### config.mk
export PLATFORM = sky130hd
export DESIGN_NAME = vector_sequencer_flat
export DESIGN_NICKNAME = d
export VERILOG_FILES = /design/src/rtl/rv32v_pkg.sv /design/src/rtl/vector_sequencer_if.sv /design/src/rtl/vec_elem_counter.sv /design/src/rtl/vector_sequencer.sv /design/src/flat_wrapper.sv
export SDC_FILE = /design/constraint.sdc
export NUM_CORES = 1
export LEC_CHECK = 0
export ABC_AREA = 1
export BUFFER_PORTS_ARGS = -buffer_cell sky130_fd_sc_hd__buf_4
export CELL_PAD_IN_SITES_DETAIL_PLACEMENT = 0
export CELL_PAD_IN_SITES_GLOBAL_PLACEMENT = 1
export CORE_ASPECT_RATIO = 1.1
export CORE_MARGIN = 2
export CORE_UTILIZATION = 34
export DETAILED_ROUTE_END_ITERATION = 8
export PLACE_DENSITY_LB_ADDON = 0.12
export SLEW_MARGIN = 5
export SYNTH_ARGS = -nofsm -noshare
export SYNTH_HDL_FRONTEND = slang
export SYNTH_HIERARCHICAL = 1
export SYNTH_SLANG_ARGS = --single-unit
### constraint.sdc
create_clock -name clk -period 2.3 [get_ports clk]
set_input_delay 0.46 -clock clk [delete_from_list [all_inputs] [get_ports clk]]
set_output_delay 0.46 -clock clk [all_outputs]
set_load 0.1 [all_outputs]
### src/rtl/rv32v_pkg.sv
// Shared RV32 vector-extension definitions: opcodes, ALU codes and the
// sequencer's instruction-kind and state encodings.
package rv32v_pkg;

  localparam logic [6:0] X_R      = 7'd51;
  localparam logic [6:0] X_I      = 7'd19;
  localparam logic [6:0] X_I_LOAD = 7'd3;
  localparam logic [6:0] X_S      = 7'd35;
  localparam logic [6:0] X_B      = 7'd99;
  localparam logic [6:0] V_R      = 7'd24;
  localparam logic [6:0] V_I      = 7'd39;
  localparam logic [6:0] V_S      = 7'd67;
  localparam logic [6:0] V_I_LOAD = 7'd44;

  localparam logic [3:0] ALU_AND = 4'b0000;
  localparam logic [3:0] ALU_OR  = 4'b0001;
  localparam logic [3:0] ALU_ADD = 4'b0010;
  localparam logic [3:0] ALU_SUB = 4'b0011;
  localparam logic [3:0] ALU_SLT = 4'b0100;
  localparam logic [3:0] ALU_SLL = 4'b0101;
  localparam logic [3:0] ALU_SRL = 4'b0110;
  localparam logic [3:0] ALU_XOR = 4'b0111;

  // Kind 11 has no dedicated meaning and is executed as an ALU op.
  typedef enum logic [1:0] {
    VK_ALU   = 2'b00,
    VK_LOAD  = 2'b01,
    VK_STORE = 2'b10,
    VK_ALU2  = 2'b11
  } vkind_t;

  typedef enum logic [1:0] {
    S_IDLE,
    S_ALU,
    S_MEM,
    S_DONE
  } vseq_state_t;

endpackage

### src/rtl/vector_sequencer_if.sv
// Issue, VRF and memory-port signals of the vector sequencer.
// master = decode/datapath side, slave = sequencer.
interface vector_sequencer_if
  import rv32v_pkg::*;
#(
  parameter int VLEN_ELEMS = 8
);
  localparam int EW = $clog2(VLEN_ELEMS);

  logic          issue_valid;
  logic          issue_ready;
  vkind_t        issue_kind;
  logic [3:0]    issue_alu_control;
  logic [4:0]    issue_vd;
  logic [4:0]    issue_vs1;
  logic [4:0]    issue_vs2;
  logic [EW:0]   issue_vl;
  logic [4:0]    vrf_rd_addr1;
  logic [4:0]    vrf_rd_addr2;
  logic [EW-1:0] elem_idx;
  logic [3:0]    alu_control;
  logic          vrf_we;
  logic [4:0]    vrf_wr_addr;
  logic          mem_req;
  logic          mem_we;
  logic          mem_ack;
  logic          stall;
  logic          done;

  modport slave (
    input  issue_valid, issue_kind, issue_alu_control, issue_vd, issue_vs1,
           issue_vs2, issue_vl, mem_ack,
    output issue_ready, vrf_rd_addr1, vrf_rd_addr2, elem_idx, alu_control,
           vrf_we, vrf_wr_addr, mem_req, mem_we, stall, done
  );

  modport master (
    output issue_valid, issue_kind, issue_alu_control, issue_vd, issue_vs1,
           issue_vs2, issue_vl, mem_ack,
    input  issue_ready, vrf_rd_addr1, vrf_rd_addr2, elem_idx, alu_control,
           vrf_we, vrf_wr_addr, mem_req, mem_we, stall, done
  );

endinterface

### src/rtl/vec_elem_counter.sv
// Element index counter; last flags the final element of the latched vl.
module vec_elem_counter #(
  parameter int EW = 3
) (
  input  logic          clk,
  input  logic          reset,
  input  logic          clear,
  input  logic          en,
  input  logic [EW:0]   vl,
  output logic [EW-1:0] count,
  output logic          last
);

  always_ff @(posedge clk or posedge reset) begin
    if (reset)      count <= '0;
    else if (clear) count <= '0;
    else if (en)    count <= count + EW'(1);
  end

  assign last = ({1'b0, count} == (vl - (EW+1)'(1)));

endmodule

### src/rtl/vector_sequencer.sv
// Steps one vector instruction element by element through ALU / VRF / memory,
// stalling the scalar pipeline until the done pulse.
module vector_sequencer
  import rv32v_pkg::*;
#(
  parameter int VLEN_ELEMS = 8
) (
  input logic               clk,
  input logic               reset,
  vector_sequencer_if.slave bus
);
  localparam int EW = $clog2(VLEN_ELEMS);
  localparam logic [EW:0] VL_MAX = (EW+1)'(VLEN_ELEMS);

  vseq_state_t   state, state_nx;
  vkind_t        kind_q;
  logic [3:0]    alu_q;
  logic [4:0]    vd_q, vs1_q, vs2_q;
  logic [EW:0]   vl_q, vl_eff;
  logic [EW-1:0] idx;
  logic          accept, last, cnt_en, is_mem_kind;

  assign accept      = bus.issue_valid && (state == S_IDLE);
  assign vl_eff      = (bus.issue_vl > VL_MAX) ? VL_MAX : bus.issue_vl;
  assign is_mem_kind = (bus.issue_kind == VK_LOAD) || (bus.issue_kind == VK_STORE);
  // Holding at the last index keeps the counter from ever wrapping.
  assign cnt_en      = !last && ((state == S_ALU) || ((state == S_MEM) && bus.mem_ack));

  always_ff @(posedge clk or posedge reset) begin
    if (reset) state <= S_IDLE;
    else       state <= state_nx;
  end

  always_ff @(posedge clk or posedge reset) begin
    if (reset) begin
      kind_q <= VK_ALU;
      alu_q  <= '0;
      vd_q   <= '0;
      vs1_q  <= '0;
      vs2_q  <= '0;
      vl_q   <= '0;
    end else if (accept) begin
      kind_q <= bus.issue_kind;
      alu_q  <= bus.issue_alu_control;
      vd_q   <= bus.issue_vd;
      vs1_q  <= bus.issue_vs1;
      vs2_q  <= bus.issue_vs2;
      vl_q   <= vl_eff;
    end
  end

  vec_elem_counter #(.EW(EW)) u_cnt (
    .clk   (clk),
    .reset (reset),
    .clear (accept),
    .en    (cnt_en),
    .vl    (vl_q),
    .count (idx),
    .last  (last)
  );

  always_comb begin
    state_nx        = state;
    bus.issue_ready = (state == S_IDLE);
    bus.stall       = (state != S_IDLE);
    bus.done        = (state == S_DONE);
    bus.mem_req     = (state == S_MEM);
    bus.mem_we      = (state == S_MEM) && (kind_q == VK_STORE);
    bus.vrf_we      = (state == S_ALU) ||
                      ((state == S_MEM) && (kind_q == VK_LOAD) && bus.mem_ack);
    unique case (state)
      S_IDLE: if (accept) begin
        if (vl_eff == '0)     state_nx = S_DONE;
        else if (is_mem_kind) state_nx = S_MEM;
        else                  state_nx = S_ALU;
      end
      S_ALU:   if (last) state_nx = S_DONE;
      S_MEM:   if (bus.mem_ack && last) state_nx = S_DONE;
      default: state_nx = S_IDLE;
    endcase
  end

  assign bus.vrf_rd_addr1 = vs1_q;
  assign bus.vrf_rd_addr2 = vs2_q;
  assign bus.vrf_wr_addr  = vd_q;
  assign bus.alu_control  = alu_q;
  assign bus.elem_idx     = idx;

endmodule

### src/flat_wrapper.sv
// flat-port wrapper written by rule: the top's interface ports become plain ports
module vector_sequencer_flat import rv32v_pkg::*;
#(
  parameter int VLEN_ELEMS = 8
)
  (clk, reset, bus_issue_valid, bus_issue_kind, bus_issue_alu_control, bus_issue_vd, bus_issue_vs1, bus_issue_vs2, bus_issue_vl, bus_mem_ack, bus_issue_ready, bus_vrf_rd_addr1, bus_vrf_rd_addr2, bus_elem_idx, bus_alu_control, bus_vrf_we, bus_vrf_wr_addr, bus_mem_req, bus_mem_we, bus_stall, bus_done);
  vector_sequencer_if #(.VLEN_ELEMS(VLEN_ELEMS)) bus_i ();
  input logic clk;
  input logic reset;
  input wire logic [$bits(bus_i.issue_valid)-1:0] bus_issue_valid;
  input wire logic [$bits(bus_i.issue_kind)-1:0] bus_issue_kind;
  input wire logic [$bits(bus_i.issue_alu_control)-1:0] bus_issue_alu_control;
  input wire logic [$bits(bus_i.issue_vd)-1:0] bus_issue_vd;
  input wire logic [$bits(bus_i.issue_vs1)-1:0] bus_issue_vs1;
  input wire logic [$bits(bus_i.issue_vs2)-1:0] bus_issue_vs2;
  input wire logic [$bits(bus_i.issue_vl)-1:0] bus_issue_vl;
  input wire logic [$bits(bus_i.mem_ack)-1:0] bus_mem_ack;
  output wire logic [$bits(bus_i.issue_ready)-1:0] bus_issue_ready;
  output wire logic [$bits(bus_i.vrf_rd_addr1)-1:0] bus_vrf_rd_addr1;
  output wire logic [$bits(bus_i.vrf_rd_addr2)-1:0] bus_vrf_rd_addr2;
  output wire logic [$bits(bus_i.elem_idx)-1:0] bus_elem_idx;
  output wire logic [$bits(bus_i.alu_control)-1:0] bus_alu_control;
  output wire logic [$bits(bus_i.vrf_we)-1:0] bus_vrf_we;
  output wire logic [$bits(bus_i.vrf_wr_addr)-1:0] bus_vrf_wr_addr;
  output wire logic [$bits(bus_i.mem_req)-1:0] bus_mem_req;
  output wire logic [$bits(bus_i.mem_we)-1:0] bus_mem_we;
  output wire logic [$bits(bus_i.stall)-1:0] bus_stall;
  output wire logic [$bits(bus_i.done)-1:0] bus_done;
  assign bus_i.issue_valid = bus_issue_valid;
  assign bus_i.issue_kind = bus_issue_kind;
  assign bus_i.issue_alu_control = bus_issue_alu_control;
  assign bus_i.issue_vd = bus_issue_vd;
  assign bus_i.issue_vs1 = bus_issue_vs1;
  assign bus_i.issue_vs2 = bus_issue_vs2;
  assign bus_i.issue_vl = bus_issue_vl;
  assign bus_i.mem_ack = bus_mem_ack;
  assign bus_issue_ready = bus_i.issue_ready;
  assign bus_vrf_rd_addr1 = bus_i.vrf_rd_addr1;
  assign bus_vrf_rd_addr2 = bus_i.vrf_rd_addr2;
  assign bus_elem_idx = bus_i.elem_idx;
  assign bus_alu_control = bus_i.alu_control;
  assign bus_vrf_we = bus_i.vrf_we;
  assign bus_vrf_wr_addr = bus_i.vrf_wr_addr;
  assign bus_mem_req = bus_i.mem_req;
  assign bus_mem_we = bus_i.mem_we;
  assign bus_stall = bus_i.stall;
  assign bus_done = bus_i.done;
  vector_sequencer #(.VLEN_ELEMS(VLEN_ELEMS)) u_core (.clk(clk), .reset(reset), .bus(bus_i));
endmodule
-- Word level (Yosys, flattened, before mapping)
Cells that the tools add are included.
- bits in registers: 30
- output and inout port bits: 28
- bits of input ports: 29
- word-level logic and storage cells: 47
- equal/unequal tests: 11
- add/subtract/negate cells: 2
- order comparisons: 1
- multiplexer cells: 9
- reduce and logical (&&, ||, !) cells: 16
- operator list (operator ; number):
    two-way mux 2 bit ; 5
    equality test 2 bit, second input constant ; 4
    logical AND 1 bit ; 7
    equality test 2 x 1 -> 1 bit, second input constant ; 3
    two-way mux 3 bit ; 2
    != test 2 x 1 -> 1 bit, second input constant ; 3
    one-hot mux 2 bit (3 select lines) ; 1
    equality test 3 x 4 -> 1 bit ; 1
    > comparator 4 bit, second input constant ; 1
    logical NOT 4 bit ; 1
    two-way mux 4 bit ; 1
    nonzero test 2 bit ; 2
    subtractor 4 x 1 -> 4 bit, second input constant ; 1
    adder 3 x 1 -> 3 bit, second input constant ; 1
    logical OR 1 bit ; 3
    AND reduction 3 bit ; 1
    logical NOT 2 bit ; 1
    logical NOT 1 bit ; 1

-- Logic depth before layout (Yosys ltp)
- depth in word-level cells: 6
- gate-level depth with buffers: 14
- depth with buffers taken out: 14

-- Modules after synthesis
The synthesis kept the hierarchy.
- modules (own cells, without submodules) (module ; sequential area each (µm²) ; area an instance (µm²) ; cells an instance ; times used):
    vector_sequencer ; 675.6 ; 1229.9 ; 152 ; 1
    vec_elem_counter ; 75.1 ; 255.2 ; 41 ; 1

-- Least setup slack after synthesis
OpenSTA, ideal clock, no wires.
- kind: register -> output
- start point: register u_core.state[0]
- end point: output port bus_vrf_we
- data required time: 1.840 ns
- buffers on the path: 0
- slack: -1.065 ns
- arrival time: 2.905 ns
- stages on the path, launching flop included: 5
- cell sequence: dfrtp_1 > inv_1 > ha_1 > nand2_1 > o21bai_1
- longest elaborated chain between the ends: 4
- elaborated cells on any way between the ends: 5
- classes of those cells: eq/ne: 2; reduce/logical: 3
- ends and longest elaborated chain (element ; line ; RTL):
    start: declaration ; vector_sequencer.sv:15 ; vseq_state_t state, state_nx;
    start signal: assignment ; vector_sequencer.sv:31 ; else state <= state_nx;
    equality test 2 bit ; n/a ;
    named net bus_mem_req ; flat_wrapper.sv:25 ; output wire logic [$bits(bus_i.mem_req)-1:0] bus_mem_req;
    logical AND 1 bit (2 in a row) ; vector_sequencer.sv:70 ; ((state == S_MEM) && (kind_q == VK_LOAD) && bus.mem_ack);
    logical OR 1 bit ; vector_sequencer.sv:69 ; bus.vrf_we = (state == S_ALU) ||
    end: declaration ; flat_wrapper.sv:23 ; output wire logic [$bits(bus_i.vrf_we)-1:0] bus_vrf_we;
The timed path passes the listed nets, and every way through them passes these cells.

-- Worst setup path in the final report
- start point: register u_core.state[0]
- end point: output port bus_vrf_we
- longest elaborated chain between the ends: 4
- elaborated cells on any way between the ends: 5
- classes of those cells: eq/ne: 2; reduce/logical: 3
- ends and longest elaborated chain (element ; line):
    equality test 2 bit ; vector_sequencer.sv:70
    logical AND 1 bit (2 in a row) ; vector_sequencer.sv:70
    logical OR 1 bit (*) ; vector_sequencer.sv:69
Every way passes the cells marked *; elsewhere a longest branch is shown, timed or not.

==> metrics.txt <==
row cnt=25; number of antenna violations at the first check in global routing=0; number of slew-limit violations in the final report=0; data arrival time of the worst path=1550 ps; most frequent standard cell in the layout excluding fill and tap cells=nand2_1; area delta synth->final=41.70%; height of the chip=73.32 µm; Crit Path Max Fanout=4; setup repair after global routing missed its margin=no; total CTS buffers=5; share of the synthesized area in the top cell type=50.55%; clock buffer depth=2; total wire length after detailed routing=3.337 mm; critical path class=reg2out; worst-skew pair later-pin latency=280 ps; violation count after the first detailed-route iteration=28; number of setup buffers added after CTS=0; post-synth net total=228; Post-DP HPWL=2.466 mm; Slew @ Worst Pin=401.0 ps; cells resized by post-CTS repair=0; via count of the routed design=1311; WP data required=1840 ps; post-synthesis cell count=193; final count of hold timing violations=0; final critical path time including I/O delays and setup=2014 ps; total inserted antenna cells=0; type of element launching the critical path=register; number of filler instances in the final layout=450; GRT Resource Usage Total=16.11%; fmax=496.4 MHz; Reg2Reg Depth=12; share of the core filled with cells in the final layout=49.47%; count of nets left with antenna violations after detail routing=0; die area=0.004914 mm²; average cell area after synthesis=7.695 µm²; worst clock skew=3.503 ps; largest net degree at the start of global routing=28; detailed-route wire length per cell=10.76 µm; register clock-pin slew on the reported worst setup and hold paths=70 ps; share of cells above drive strength 1=30.86%; via count normalized by instance count=4.229; run status=finished, final reports clean; endpoint type of the worst setup path=output pin; level count of the clock H-tree=2; Placeable Area=0.004254 mm²; Setup-failing EPs final=0; Port Buffer Count=56; CTS Sinks=30; area used by multi-input combinational logic=643.1 µm²; clock root buffer=clkbuf_8; slack of the worst reg-to-reg path=410 ps; quantity of hold-fixing buffers added after cts=0; number of synthesis warnings=6; Seq. cell area=750.7 µm²; number of global-route vias before repair=1283; count of state elements after synthesis=30; overflow left after global routing=0; mapped cell area=0.001485 mm²; class of the worst hold path=in2async; drc violations=0; ranking of synthesized cells by area=dfrtp_1, nand2_1, inv_1; remaining max-slew budget at the tightest pin=72.98%; global-route wire length before repair=5.830 mm; starting density of the core=34.91%; CTS tree=done; share of the yosys chip area belonging to registers=50.55%; Max Cap Viol=0; number of search-and-repair iterations in the first detailed-routing pass=3; GPL Wtd Cong=0.8000; Cell variety after synth=20; fin nets=290; largest area contributor in the netlist=dfrtp_1; leading cell types in the layout, fill and taps excluded=nand2_1, buf_4, dfrtp_1; floorplan die width=67.02 µm; I/O pin total=57; worst flop-to-flop path endpoint=u_core/u_cnt/count[1]; TNS Setup=0 ps; RR Startpoint=u_core/vl_q[0]; final worst-path cycle share=87.58%
[cell families after synthesis]
| logic type | after synthesis | share of synthesized area [%] |
|---|---|---|
| simple gates | 117 | 31.51 |
| fa+ha+maj | 6 | 5.055 |
| buf+inv | 28 | 7.751 |
| flops | 30 | 50.55 |
| compound gates | 12 | 5.139 |
[cells in the mapped netlist, drive strengths merged]
cell / count
a21oi: 1
inv: 24
o21bai: 1
o21ai: 9
nand2: 102
nor2: 6
dfrtp: 30
nand3b: 1
ha: 6
buf: 4
o21a: 1
or2: 2
nand3: 6
[registers in the layout, indices dropped and copies added (netlist names)]
| signal | flops |
|---|---|
| u_core/bus.vrf_rd_addr2 | 5 |
| u_core/bus.vrf_rd_addr1 | 5 |
| u_core/vl_q | 4 |
| u_core/bus.vrf_wr_addr | 5 |
| u_core/u_cnt/count | 3 |
| u_core/state | 2 |
| u_core/bus.alu_control | 4 |
| u_core/kind_q | 2 |
[worst max-delay path, stage by stage (launching register included)]
cell and delay, ps:
dfrtp_1 410, inv_1 110, ha_2 210, nand2_1 100
o21bai_4 140, buf_4 300
[final cells by class]
class,instances,share of cell area [%]
well taps,54,3.210
clock buffers,8,5.232
inverters,24,4.281
repair buffers,59,21.05
flip-flops and latches,30,35.67
multi-input cells,135,30.56
[metrics by stage]
step / setup slack, ps / hold slack, ps / instances / cell area, µm²
finish: 285.6 / 47.71 / 310 / 2105
global route: 176.9 / 46.02 / 310 / 2105
CTS: 262.8 / 42.58 / 310 / 2105
detailed placement: 452.8 / 352.9 / 302 / 1994
global placement: 492.7 / 349.0 / 302 / 1994
floorplan: 61.48 / 213.6 / 193 / 1509
[routing by layer]
layer / routed length [µm] / global-route usage (%) / vias up
met5: 0 / 0 / -
met4: 67 / 7.483 / 0
met3: 176 / 4.288 / 7
met2: 1647 / 25.96 / 34
met1: 1447 / 20.02 / 566
li1: - / - / 704
[worst max path at each step]
stage | slack, ps | depth (start not counted) | from | end
after CTS | 260 | 5 | u_core/state[0] | bus_vrf_we
after detailed placement | 450 | 12 | u_core/vl_q[0] | u_core/u_cnt/count[1]
after global placement | 490 | 12 | u_core/vl_q[0] | u_core/u_cnt/count[0]
after global routing | 180 | 5 | u_core/state[0] | bus_vrf_we
final | 290 | 5 | u_core/state[0] | bus_vrf_we
after floorplan | 60 | 4 | u_core/state[0] | bus_vrf_we
Power is not shown: default switching activity piles up to over one toggle a cycle in this logic, so the estimate is an artifact.
